### config.mk
export PLATFORM = sky130hd
export DESIGN_NAME = core_psum_acc
export DESIGN_NICKNAME = d
export VERILOG_FILES = /design/src/rtl/core_psum_acc.sv
export SDC_FILE = /design/constraint.sdc
export NUM_CORES = 1
export LEC_CHECK = 0
export CAP_MARGIN = 0
export CORE_MARGIN = 2
export CORE_UTILIZATION = 60
export CTS_CLUSTER_DIAMETER = 150
export CTS_CLUSTER_SIZE = 24
export DETAILED_ROUTE_END_ITERATION = 12
export GPL_TIMING_DRIVEN = 1
export HOLD_SLACK_MARGIN = 0.06
export PLACE_DENSITY = 0.9
export SYNTH_ARGS = -nofsm -noshare
export SYNTH_HDL_FRONTEND = slang
export SYNTH_SLANG_ARGS = --single-unit
### constraint.sdc
create_clock -name clk -period 10.25 [get_ports clk]
set_clock_uncertainty 0.15 [all_clocks]
set_input_delay 2.05 -clock clk [delete_from_list [all_inputs] [get_ports clk]]
set_output_delay 2.05 -clock clk [all_outputs]
set_load 0.03 [all_outputs]
### src/rtl/core_psum_acc.sv
// Partial-sum accumulator feeding the recompute stage: sums acc_len signed
// partial sums per group with per-add saturation and emits one registered result per group.
module core_psum_acc #(
   parameter int IN_DATA_WIDTH  = 16,
   parameter int OUT_DATA_WIDTH = 24,
   parameter int ACC_CNT_WIDTH  = 8
) (
   input  logic                             clk,
   input  logic                             rst,
   input  logic [ACC_CNT_WIDTH-1:0]         acc_len,
   input  logic                             acc_len_vld,
   input  logic                             acc_clear,
   input  logic signed [IN_DATA_WIDTH-1:0]  in_psum,
   input  logic                             in_psum_vld,
   output logic signed [OUT_DATA_WIDTH-1:0] out_data,
   output logic                             out_data_vld,
   output logic                             out_sat,
   output logic                             busy,
   output logic                             error
);

   localparam int OW = OUT_DATA_WIDTH;
   localparam int IW = IN_DATA_WIDTH;
   localparam int CW = ACC_CNT_WIDTH;

   typedef enum logic {UNCFG = 1'b0, ACC = 1'b1} state_t;

   state_t                state_q, state_d;
   logic [CW-1:0]         len_q, len_d, len_eff;
   logic [CW-1:0]         cnt_q, cnt_d;
   logic signed [OW-1:0]  acc_q, acc_d;
   logic                  gsat_q, gsat_d;
   logic signed [OW-1:0]  out_data_q, out_data_d;
   logic                  out_vld_q, out_vld_d;
   logic                  out_sat_q, out_sat_d;
   logic                  busy_q, busy_d;
   logic                  error_q, error_d;

   logic signed [OW-1:0]  operand;
   logic signed [OW:0]    sum_wide;
   logic signed [OW-1:0]  sat_val, res;
   logic                  clamp, first, last, gsat_next;

   // Next-state computation: clear has priority, then config strobe, then beat.
   always_comb begin
      state_d    = state_q;
      len_d      = len_q;
      cnt_d      = cnt_q;
      acc_d      = acc_q;
      gsat_d     = gsat_q;
      out_data_d = out_data_q;
      out_vld_d  = 1'b0;
      out_sat_d  = out_sat_q;
      error_d    = error_q;
      len_eff    = len_q;

      operand  = {{(OW-IW){in_psum[IW-1]}}, in_psum};
      sum_wide = {acc_q[OW-1], acc_q} + {operand[OW-1], operand};
      clamp    = 1'b0;
      if (sum_wide[OW] != sum_wide[OW-1]) begin
         clamp   = 1'b1;
         sat_val = sum_wide[OW] ? {1'b1, {(OW-1){1'b0}}} : {1'b0, {(OW-1){1'b1}}};
      end else begin
         sat_val = sum_wide[OW-1:0];
      end

      first     = (cnt_q == {CW{1'b0}});
      res       = first ? operand : sat_val;
      gsat_next = first ? 1'b0 : (gsat_q | clamp);
      last      = 1'b0;

      if (acc_clear) begin
         state_d = UNCFG;
         len_d   = {CW{1'b0}};
         cnt_d   = {CW{1'b0}};
         acc_d   = {OW{1'b0}};
         gsat_d  = 1'b0;
         error_d = 1'b0;
      end else begin
         if (acc_len_vld) begin
            if (acc_len == {CW{1'b0}}) begin
               error_d = 1'b1;
            end else if (state_q == UNCFG) begin
               state_d = ACC;
               len_d   = acc_len;
               cnt_d   = {CW{1'b0}};
            end else if (first) begin
               len_d   = acc_len;
               len_eff = acc_len;
            end else begin
               error_d = 1'b1;
            end
         end else begin
            len_eff = len_q;
         end

         if (in_psum_vld) begin
            if (state_q == UNCFG) begin
               error_d = 1'b1;
            end else begin
               last  = (cnt_q == (len_eff - {{(CW-1){1'b0}}, 1'b1}));
               acc_d = res;
               if (last) begin
                  out_data_d = res;
                  out_sat_d  = gsat_next;
                  out_vld_d  = 1'b1;
                  cnt_d      = {CW{1'b0}};
                  gsat_d     = 1'b0;
               end else begin
                  cnt_d  = cnt_q + {{(CW-1){1'b0}}, 1'b1};
                  gsat_d = gsat_next;
               end
            end
         end else begin
            last = 1'b0;
         end
      end

      busy_d = (state_d == ACC) && (cnt_d != {CW{1'b0}});
   end

   // State and output registers.
   always_ff @(posedge clk or posedge rst) begin
      if (rst) begin
         state_q    <= UNCFG;
         len_q      <= {CW{1'b0}};
         cnt_q      <= {CW{1'b0}};
         acc_q      <= {OW{1'b0}};
         gsat_q     <= 1'b0;
         out_data_q <= {OW{1'b0}};
         out_vld_q  <= 1'b0;
         out_sat_q  <= 1'b0;
         busy_q     <= 1'b0;
         error_q    <= 1'b0;
      end else begin
         state_q    <= state_d;
         len_q      <= len_d;
         cnt_q      <= cnt_d;
         acc_q      <= acc_d;
         gsat_q     <= gsat_d;
         out_data_q <= out_data_d;
         out_vld_q  <= out_vld_d;
         out_sat_q  <= out_sat_d;
         busy_q     <= busy_d;
         error_q    <= error_d;
      end
   end

   assign out_data     = out_data_q;
   assign out_data_vld = out_vld_q;
   assign out_sat      = out_sat_q;
   assign busy         = busy_q;
   assign error        = error_q;

endmodule

### Word level (Yosys, flattened, before mapping)

Index checks and enable logic that the tools add are counted.
Widths: inputs -> output; s select.

| word-level totals | value |
|---|---|
| input port bits | 29 |
| flip-flop bits (word level) | 70 |
| output and inout port bits | 28 |

| cells by class | value |
|---|---|
| equality and inequality tests | 3 |
| mux-type cells | 42 |
| bitwise gates (word level) | 2 |
| add/subtract/negate cells | 3 |
| reductions and logical operators | 10 |

Operator list:

| kind | count |
|---|---|
| $mux 24 | 6 |
| $mux 8 | 16 |
| $add 24x16->25 | 1 |
| $mux 1 | 20 |
| $logic_not 8->1 | 2 |
| $add 8x1->8 const B | 1 |
| $eq 8x8->1 | 1 |
| $reduce_bool 8->1 | 1 |
| $sub 8x1->8 const B | 1 |
| $reduce_bool 2->1 | 3 |
| $reduce_and 2->1 | 2 |
| $reduce_and 4->1 | 1 |
| $ne 2x2->1 const B | 1 |
| $logic_and 1x1->1 | 1 |
| $ne 1x1->1 | 1 |
| $not 1->1 | 1 |
| $or 1x1->1 | 1 |

### Logic depth before layout (Yosys ltp)

Gate-level depths: netlist (run 1).

| depth | value |
|---|---|
| word-level depth | 14 |
| mapped depth | 19 |
| gate-level depth less buffers | 17 |

### Worst setup path after synthesis (run 1)

Ideal clock, no wire load.

| timing | value |
|---|---|
| kind | in2reg |
| start point | input port acc_len[6] |
| end point | register busy_q, in the netlist busy |
| path slack | 4.852 ns |
| cell stages on the path | 14 |
| data required time | 9.976 ns |
| library setup time | 0.124 ns |
| data arrival time | 5.124 ns |
| cell sequence | nor4_1 > and2_1 > nor3_4 > mux2i_1 > ha_1 > nor3b_1 > o311ai_0 > o31ai_1 > mux2i_1 > nand4b_4 > o31a_1 > nand3b_1 > or4_1 > o31a_1 |

| between the ends | value |
|---|---|
| longest elaborated chain between the ends | 13 |
| elaborated cells between the ends (all ways) | 19 |
| those cells by class | add/sub: 1; eq/ne: 1; mux: 14; reduce/logical: 3 |

Ends and longest elaborated chain:

| element | line | RTL |
|---|---|---|
| start, declared | 10 | `input logic [ACC_CNT_WIDTH-1:0] acc_len,` |
| $mux 8 | n/a |  |
| $mux 8 | 83 | `end else if (state_q == UNCFG) begin` |
| $mux 8 | 81 | `if (acc_len == {CW{1'b0}}) begin` |
| $mux 8 | 80 | `if (acc_len_vld) begin` |
| $mux 8 | 72 | `if (acc_clear) begin` |
| $sub 8x1->8 | 101 | `last = (cnt_q == (len_eff - {{(CW-1){1'b0}}, 1'b1}));` |
| $eq 8x8->1 | 101 |  |
| $mux 8 | 103 | `if (last) begin` |
| $mux 8 | 98 | `if (state_q == UNCFG) begin` |
| $mux 8 * | 97 | `if (in_psum_vld) begin` |
| $mux 8 * | 72 |  |
| net cnt_d[3] | 30 | `logic [CW-1:0] cnt_q, cnt_d;` |
| $reduce_bool 8->1 * | 119 | `busy_d = (state_d == ACC) && (cnt_d != {CW{1'b0}});` |
| $logic_and 1x1->1 * | 119 |  |
| net busy_d | 36 | `logic busy_q, busy_d;` |
| end signal, assigned | 144 | `busy_q <= busy_d;` |
| end, declared | 36 |  |

The timed path passes the listed nets; every way through them passes the cells marked *. The select of a mux whose other input is x is not followed.
A chain may end at the register's enable or synchronous reset.

### Worst setup path in the final report (run 1)

| timing | value |
|---|---|
| start point | input port acc_len[6] |
| end point | register out_data_q[12], in the netlist out_data[12] |

| between the ends | value |
|---|---|
| longest elaborated chain between the ends | 8 |
| elaborated cells between the ends (all ways) | 9 |
| those cells by class | add/sub: 1; eq/ne: 1; mux: 5; reduce/logical: 2 |

Ends and longest elaborated chain:

| element | line | RTL |
|---|---|---|
| $mux 8 | n/a |  |
| $mux 8 | 83 |  |
| $mux 8 * | 81 |  |
| $mux 8 * | 80 |  |
| $mux 8 * | 72 |  |
| $sub 8x1->8 * | 101 |  |
| $eq 8x8->1 * | 101 |  |
| $reduce_and 4->1 (no source line) * | n/a |  |
| end signal, assigned | 130 | `out_data_q <= {OW{1'b0}};` |
| end signal, assigned | 141 | `out_data_q <= out_data_d;` |
| end, declared | 33 | `logic signed [OW-1:0] out_data_q, out_data_d;` |

Every way passes the cells marked *; elsewhere a longest branch is shown, timed or not. The select of a mux whose other input is x is not followed.

==> impl_metrics.json, run 1 <==
{
  "switching_share_pct": 33.5,
  "io_pins": 57,
  "period_needed_ps": 6370,
  "drtIter0Drc": 336,
  "ys_seq_area_share_pct": 36.0,
  "synthDistinctLibCells": 64,
  "synth_top_area_share_pct": 36.0,
  "synth_edf_count": 0,
  "dieHeight_um": 94.1,
  "power_density_nw_per_um2": 125,
  "die_w_um": 94.1,
  "switching_power_mw": 0.238,
  "yosysMostFrequentCell": "dfrtp_1",
  "p_int_mw": 0.474,
  "max_freq_mhz": 157,
  "hp-class": "flop to flop",
  "antenna_found_initial": 0,
  "post_cts_buffers": 0,
  "async_flop_share_pct": 100,
  "hold_viol_final": 0,
  "path_clk_slew_ps": 80,
  "run_status": "finished clean",
  "leakage_nw": 2.59,
  "path_cells": "clkdlybuf4s50_1 -> nor4_1 -> and2_1 -> nor3_4 -> mux2i_1 -> ha_1 -> nor3b_1 -> o311ai_0 -> o31ai_1 -> mux2i_1 -> nand4b_4 -> nor2_2 -> nand2_1 -> inv_2 -> mux2_2",
  "core_area_um2": 7810,
  "cp_common_cell": "mux2i_1",
  "root_buffer": "clkbuf_8",
  "slew_headroom_pct": 31.1,
  "fillers": 592,
  "ant_nets": 0,
  "final.setup.tns_ps": 0,
  "critPathLaunchType": "primary input",
  "syn_inst": 566,
  "cts_htree_levels": 3,
  "synth_area_leaders": "dfrtp_1 36%, ha_1 6.9%, o21ai_0 5.6%",
  "syn_to_final_growth_pct": 17.1,
  "path_delay_family": "simple AND/OR/NAND/NOR gates",
  "slowest_stage": "inv_2",
  "drc_errors": 0,
  "cp.arrival_ps": 6450,
  "grt_usage_pct": 30.6,
  "routed_wl_mm": 13.0,
  "avgViaCountPerCell": 6.51,
  "holdWs_ps": 347,
  "die_area_um2": 8860,
  "port_buffers": 56,
  "worst_slack_ps": 3880,
  "irDropWorstVdd_v": 0.0000889,
  "avgSynthCellArea_um2": 8.61,
  "netlist_area_um2": 4870,
  "clk_latency_ps": 360,
  "rows": 32,
  "dp_cells": 706,
  "end_kind": "flop",
  "fin_util_pct": 73.1,
  "p_seq_share_pct": 41.7,
  "worstMarginPinSlew_ps": 1030,
  "initial_core_util_pct": 62.4,
  "cp_max_fo": 38,
  "grt_max_degree": 71,
  "clockBufferDepth": 2,
  "gp_congestion": 0.969,
  "netlist_top_cells_count": "70 x dfrtp_1, 65 x nor2_1, 59 x nand2_1",
  "required_ps": 10340,
  "synth_area_leader_cell": "dfrtp_1",
  "drive_gt1_share_pct": 6.77,
  "firstDrtPassIters": 5,
  "numCtsBuffers": 9,
  "syn_nets": 623,
  "pwr-share-comb_pct": 26.3,
  "grt_pass1_vias": 4614,
  "grt_overflow": 0,
  "clockPowerShare_pct": 32.0,
  "wl_per_cell_um": 18.0,
  "critical_path_class": "primary input to flop",
  "cts_tree": "built",
  "fin_nets": 672,
  "rsz0062_at_grt": "no",
  "holdBufCountCts": 0,
  "synth_ff_type": "dfrtp_1",
  "cts.repair.resized": 0,
  "grt_pass1_wl_mm": 21.6,
  "vias": 4703,
  "slew_violations": 0,
  "fin_crit_sh_pct": 62.1,
  "cap_violations": 0,
  "setup_violations": 0,
  "clkSinkCount": 70,
  "diodes": 0,
  "ys_seq_elements": 70,
  "hpwl_mm": 9.29,
  "post-place-ws_ps": 3600,
  "yosys_warnings": 0,
  "crit_buf_inv": 2,
  "final_cells": 722,
  "slowest_delay_ps": 570
}
[final timing paths]
check / cells past startpoint / endpoint / startpoint / slack (ps)
setup / recovery: 15 / out_data[12]$_DFFE_PP0P_ / acc_len[6] / 3880
hold / removal: 2 / out_data[8]$_DFFE_PP0P_ / out_data[8]$_DFFE_PP0P_ / 350
setup reg to reg: 16 / out_data[12]$_DFFE_PP0P_ / cnt_q[0]$_DFF_PP0_ / 5320
hold reg to reg: 2 / out_data[8]$_DFFE_PP0P_ / out_data[8]$_DFFE_PP0P_ / 350
max in group asynchronous: 3 / acc_q[11]$_DFFE_PP0P_ / rst / 7240
min in group asynchronous: 3 / out_data[1]$_DFFE_PP0P_ / rst / 2120
[final cells by class]
cell class | instances | area [um^2] | area share, %
clock inverters | 7 | 72.6 | 1.27
multi-input cells | 461 | 2990 | 52.3
well taps | 102 | 128 | 2.24
repair buffers | 61 | 598 | 10.5
flip-flops and latches | 70 | 1750 | 30.7
inverters | 12 | 45.0 | 0.790
clock buffers | 9 | 124 | 2.17
[routing by layer]
| metal | share of wire, % | vias to the layer above | routed length (um) | track usage, % |
|---|---|---|---|---|
| met5 | 0 | - | 0 | 0 |
| met4 | 2.3 | 0 | 304 | 11.5 |
| met3 | 6.9 | 31 | 897 | 5.54 |
| met2 | 49 | 221 | 6410 | 50.7 |
| met1 | 42 | 2276 | 5410 | 40.1 |
| li1 | - | 2175 | - | - |
[state kept, by name, indices dropped and copies added, names as in the netlist]
signal and cells:
out_data 24, busy 1, state_q 1, acc_q 24, out_data_vld 1, len_q 8, gsat_q 1, out_sat 1
cnt_q 8, error 1
[cells in the final DEF, fill, tap and decap left out, types with 4 or more instances in the layout]
cell type / synthesis / routed
o211ai_1: 6 / 6
o21ai_0: 55 / 55
xor2_1: 11 / 11
ha_1: 27 / 27
o21bai_1: 4 / 4
clkdlybuf4s50_1: 0 / 56
nor3_1: 6 / 6
a21oi_1: 50 / 48
clkbuf_8: 0 / 9
mux2_2: 5 / 5
a22oi_1: 8 / 8
a31oi_1: 20 / 20
nor2b_1: 4 / 4
buf_4: 1 / 5
nand2_1: 59 / 59
nand3_1: 7 / 7
and2_1: 5 / 5
and3_1: 10 / 10
mux2i_1: 13 / 13
a21o_1: 10 / 10
o21a_1: 5 / 5
dfrtp_1: 70 / 70
a22o_1: 6 / 6
o31ai_1: 7 / 7
inv_1: 10 / 9
nor2_1: 65 / 65
xnor2_1: 20 / 20
a211o_1: 6 / 6
[worst reg2reg max path, delay by kind of cell, from the launching register on]
kind / cells / cell delay, ps
compound gates: 2 / 290
fa+ha+maj: 2 / 410
buf+inv: 2 / 660
flops: 1 / 470
mux: 3 / 880
simple gates: 7 / 1990
[through the flow]
step / area [um^2] / power (mW)
2_1_floorplan: 4870 / 0.427
3_3_place_gp: 5510 / 0.479
3_5_place_dp: 5510 / 0.485
4_1_cts: 5700 / 0.711
5_1_grt: 5700 / 0.745
6_report: 5700 / 0.712
[power groups by stage]
stage	combinational, mW	sequential (mW)	clock [mW]
2_1_floorplan	0.119	0.308	0
3_3_place_gp	0.177	0.302	0
3_5_place_dp	0.183	0.302	0
4_1_cts	0.184	0.297	0.229
5_1_grt	0.204	0.298	0.243
6_report	0.187	0.297	0.228
[kinds of logic (layout without fill, tap and decap cells)]
kind of cell | count (synthesis) | in the layout | synth area share (%)
AOI/OAI and AO/OA | 202 | 202 | 26.0
xor gates and xnor gates | 32 | 32 | 5.91
adders and majority gates | 28 | 28 | 7.34
buffers and inverters | 35 | 89 | 2.93
DFF | 70 | 70 | 36.0
muxes | 18 | 18 | 3.83
and+or+nand+nor | 181 | 181 | 18.0
(Power assumes the default switching activity.)
==> inputs of run 2 (changes only) <==
Settings changed: CORE_UTILIZATION 60 to 57, PLACE_DENSITY 0.9 to 0.86.
Clock period 10.25 ns to 6.16 ns, I/O delays scaled along.
==> run 2 against run 1 <==
  * Core utilization decreased by 3.7 points
  * Critical path depth is 4 lower
  * Final area is 0.39% higher
  * Non-clock buffer count down 1
  * Setup slack got worse by 3700 ps
  * Count of clock-buffer cells in the layout rose by 2
  * Combinational power increased by 64%
  * Register-to-register slack worse by 4200 ps
  * Critical path type unchanged
==> impl_metrics.json, run 2 (synthesized netlist as in run 1, its figures left out) <==
{
  "vias": 4621,
  "final.setup.tns_ps": 0,
  "period_needed_ps": 5930,
  "cp_max_fo": 17,
  "syn_to_final_growth_pct": 17.5,
  "clkSinkCount": 70,
  "worstMarginPinSlew_ps": 1410,
  "port_buffers": 56,
  "wl_per_cell_um": 17.9,
  "fillers": 643,
  "clockBufferDepth": 2,
  "hp-class": "flop to flop",
  "power_density_nw_per_um2": 215,
  "post_cts_buffers": 0,
  "grt_overflow": 0,
  "irDropWorstVdd_v": 0.000157,
  "hold_viol_final": 0,
  "hpwl_mm": 9.19,
  "run_status": "finished clean",
  "ant_nets": 0,
  "rows": 33,
  "fin_nets": 671,
  "rsz0062_at_grt": "no",
  "grt_pass1_wl_mm": 21.3,
  "cap_violations": 0,
  "holdBufCountCts": 0,
  "dieHeight_um": 96.5,
  "slew_violations": 0,
  "max_freq_mhz": 169,
  "io_pins": 57,
  "register_area_um2": 1750,
  "firstDrtPassIters": 5,
  "core_area_um2": 8260,
  "layout_common_cells": "70 x dfrtp_1, 65 x nor2_1, 59 x nand2_1",
  "fin_crit_sh_pct": 96.3,
  "drc_errors": 0,
  "avgViaCountPerCell": 6.38,
  "initial_core_util_pct": 59.0,
  "drive_gt1_share_pct": 6.46,
  "pwr-share-comb_pct": 24.9,
  "leakage_nw": 2.60,
  "die_area_um2": 9300,
  "setup_violations": 0,
  "path_clk_slew_ps": 80,
  "root_buffer": "clkbuf_8",
  "critPathLaunchType": "primary input",
  "routed_wl_mm": 13.0,
  "slew_headroom_pct": 5.86,
  "drtIter0Drc": 292,
  "antenna_found_initial": 0,
  "final_common_cell": "dfrtp_1",
  "switching_share_pct": 31.8,
  "cts.repair.resized": 0,
  "grt_usage_pct": 29.8,
  "cts_tree": "built",
  "multiInputGateArea_um2": 2990,
  "switching_power_mw": 0.392,
  "worstRegToRegCells": 18,
  "required_ps": 6260,
  "gp_congestion": 0.941,
  "clk_latency_ps": 350,
  "numCtsBuffers": 9,
  "critical_path_class": "primary input to flop",
  "cp.arrival_ps": 6030,
  "grt_max_degree": 71,
  "diodes": 0,
  "cts_htree_levels": 3,
  "grt_pass1_vias": 4561,
  "p_int_mw": 0.840,
  "die_w_um": 96.5,
  "p_seq_share_pct": 40.1,
  "hold-path-cell-count": 2,
  "clockPowerShare_pct": 35.0,
  "end_kind": "flop",
  "holdWs_ps": 339
}
-- run 2: cell types whose count changed in the layout (fill, tap and decap cells not counted), sizes merged --
cell | before | now
buf | 5 | 4
bufinv | 1 | 2
clkbuf | 9 | 11
clkinv | 4 | 2
clkinvlp | 2 | 1
-- run 2: worst paths after layout --
path,start,endpoint,slack [ps]
min,out_data[8]$_DFFE_PP0P_,out_data[8]$_DFFE_PP0P_,340
min in group asynchronous,rst,busy$_DFF_PP0_,1310
max in group asynchronous,rst,len_q[7]$_DFFE_PP0P_,3950
max reg2reg,cnt_q[0]$_DFF_PP0_,out_data[3]$_DFFE_PP0P_,1120
min reg2reg,out_data[8]$_DFFE_PP0P_,out_data[8]$_DFFE_PP0P_,340
max,in_psum[15],acc_q[7]$_DFFE_PP0P_,230
-- run 2: critical path, cell delays in order --
cell             delay [ps]
clkdlybuf4s50_1         770
ha_1                    370
and3_1                  250
a221o_1                 390
a21oi_1                 240
o21ai_0                 220
a221oi_1                310
o211ai_1                240
a31oi_1                1080
nand2_1                 580
o21ai_0                 350
-- run 2: layout make-up --
class,instances,share of cell area [%]
Multi-Input combinational cell,461,52.1
Sequential cell,70,30.6
Timing Repair Buffer,60,10.3
Clock buffer,11,2.47
Tap cell,105,2.29
Clock inverter,5,1.42
Inverter,12,0.787
-- run 2: routing by layer --
metal	vias to the layer above	wire length, um	track usage [%]
li1	2171	-	-
met4	0	458	15.1
met1	2217	5230	35.3
met3	47	687	5.04
met5	-	0	0
met2	186	6590	51.9
-- run 2: power by group through the flow --
| stage | clock (mW) | combinational (mW) | sequential (mW) |
|---|---|---|---|
| final | 0.431 | 0.307 | 0.494 |
| after global routing | 0.455 | 0.337 | 0.497 |
| after CTS | 0.431 | 0.303 | 0.494 |
| after detailed placement | 0 | 0.301 | 0.503 |
| after global placement | 0 | 0.292 | 0.502 |
| after floorplan | 0 | 0.199 | 0.512 |
-- run 2: stage by stage --
stage                     total power [mW]  utilization, %  setup slack (ps)  instance area (um^2)  instances
after detailed placement             0.804            66.7               195                  5500        708
after CTS                             1.23            69.3               482                  5730        724
after floorplan                      0.711               -              1580                  4870        566
final                                 1.23            69.3               227                  5730        724
after global placement               0.793            66.7               229                  5500        708
after global routing                  1.29            69.3              34.9                  5730        724
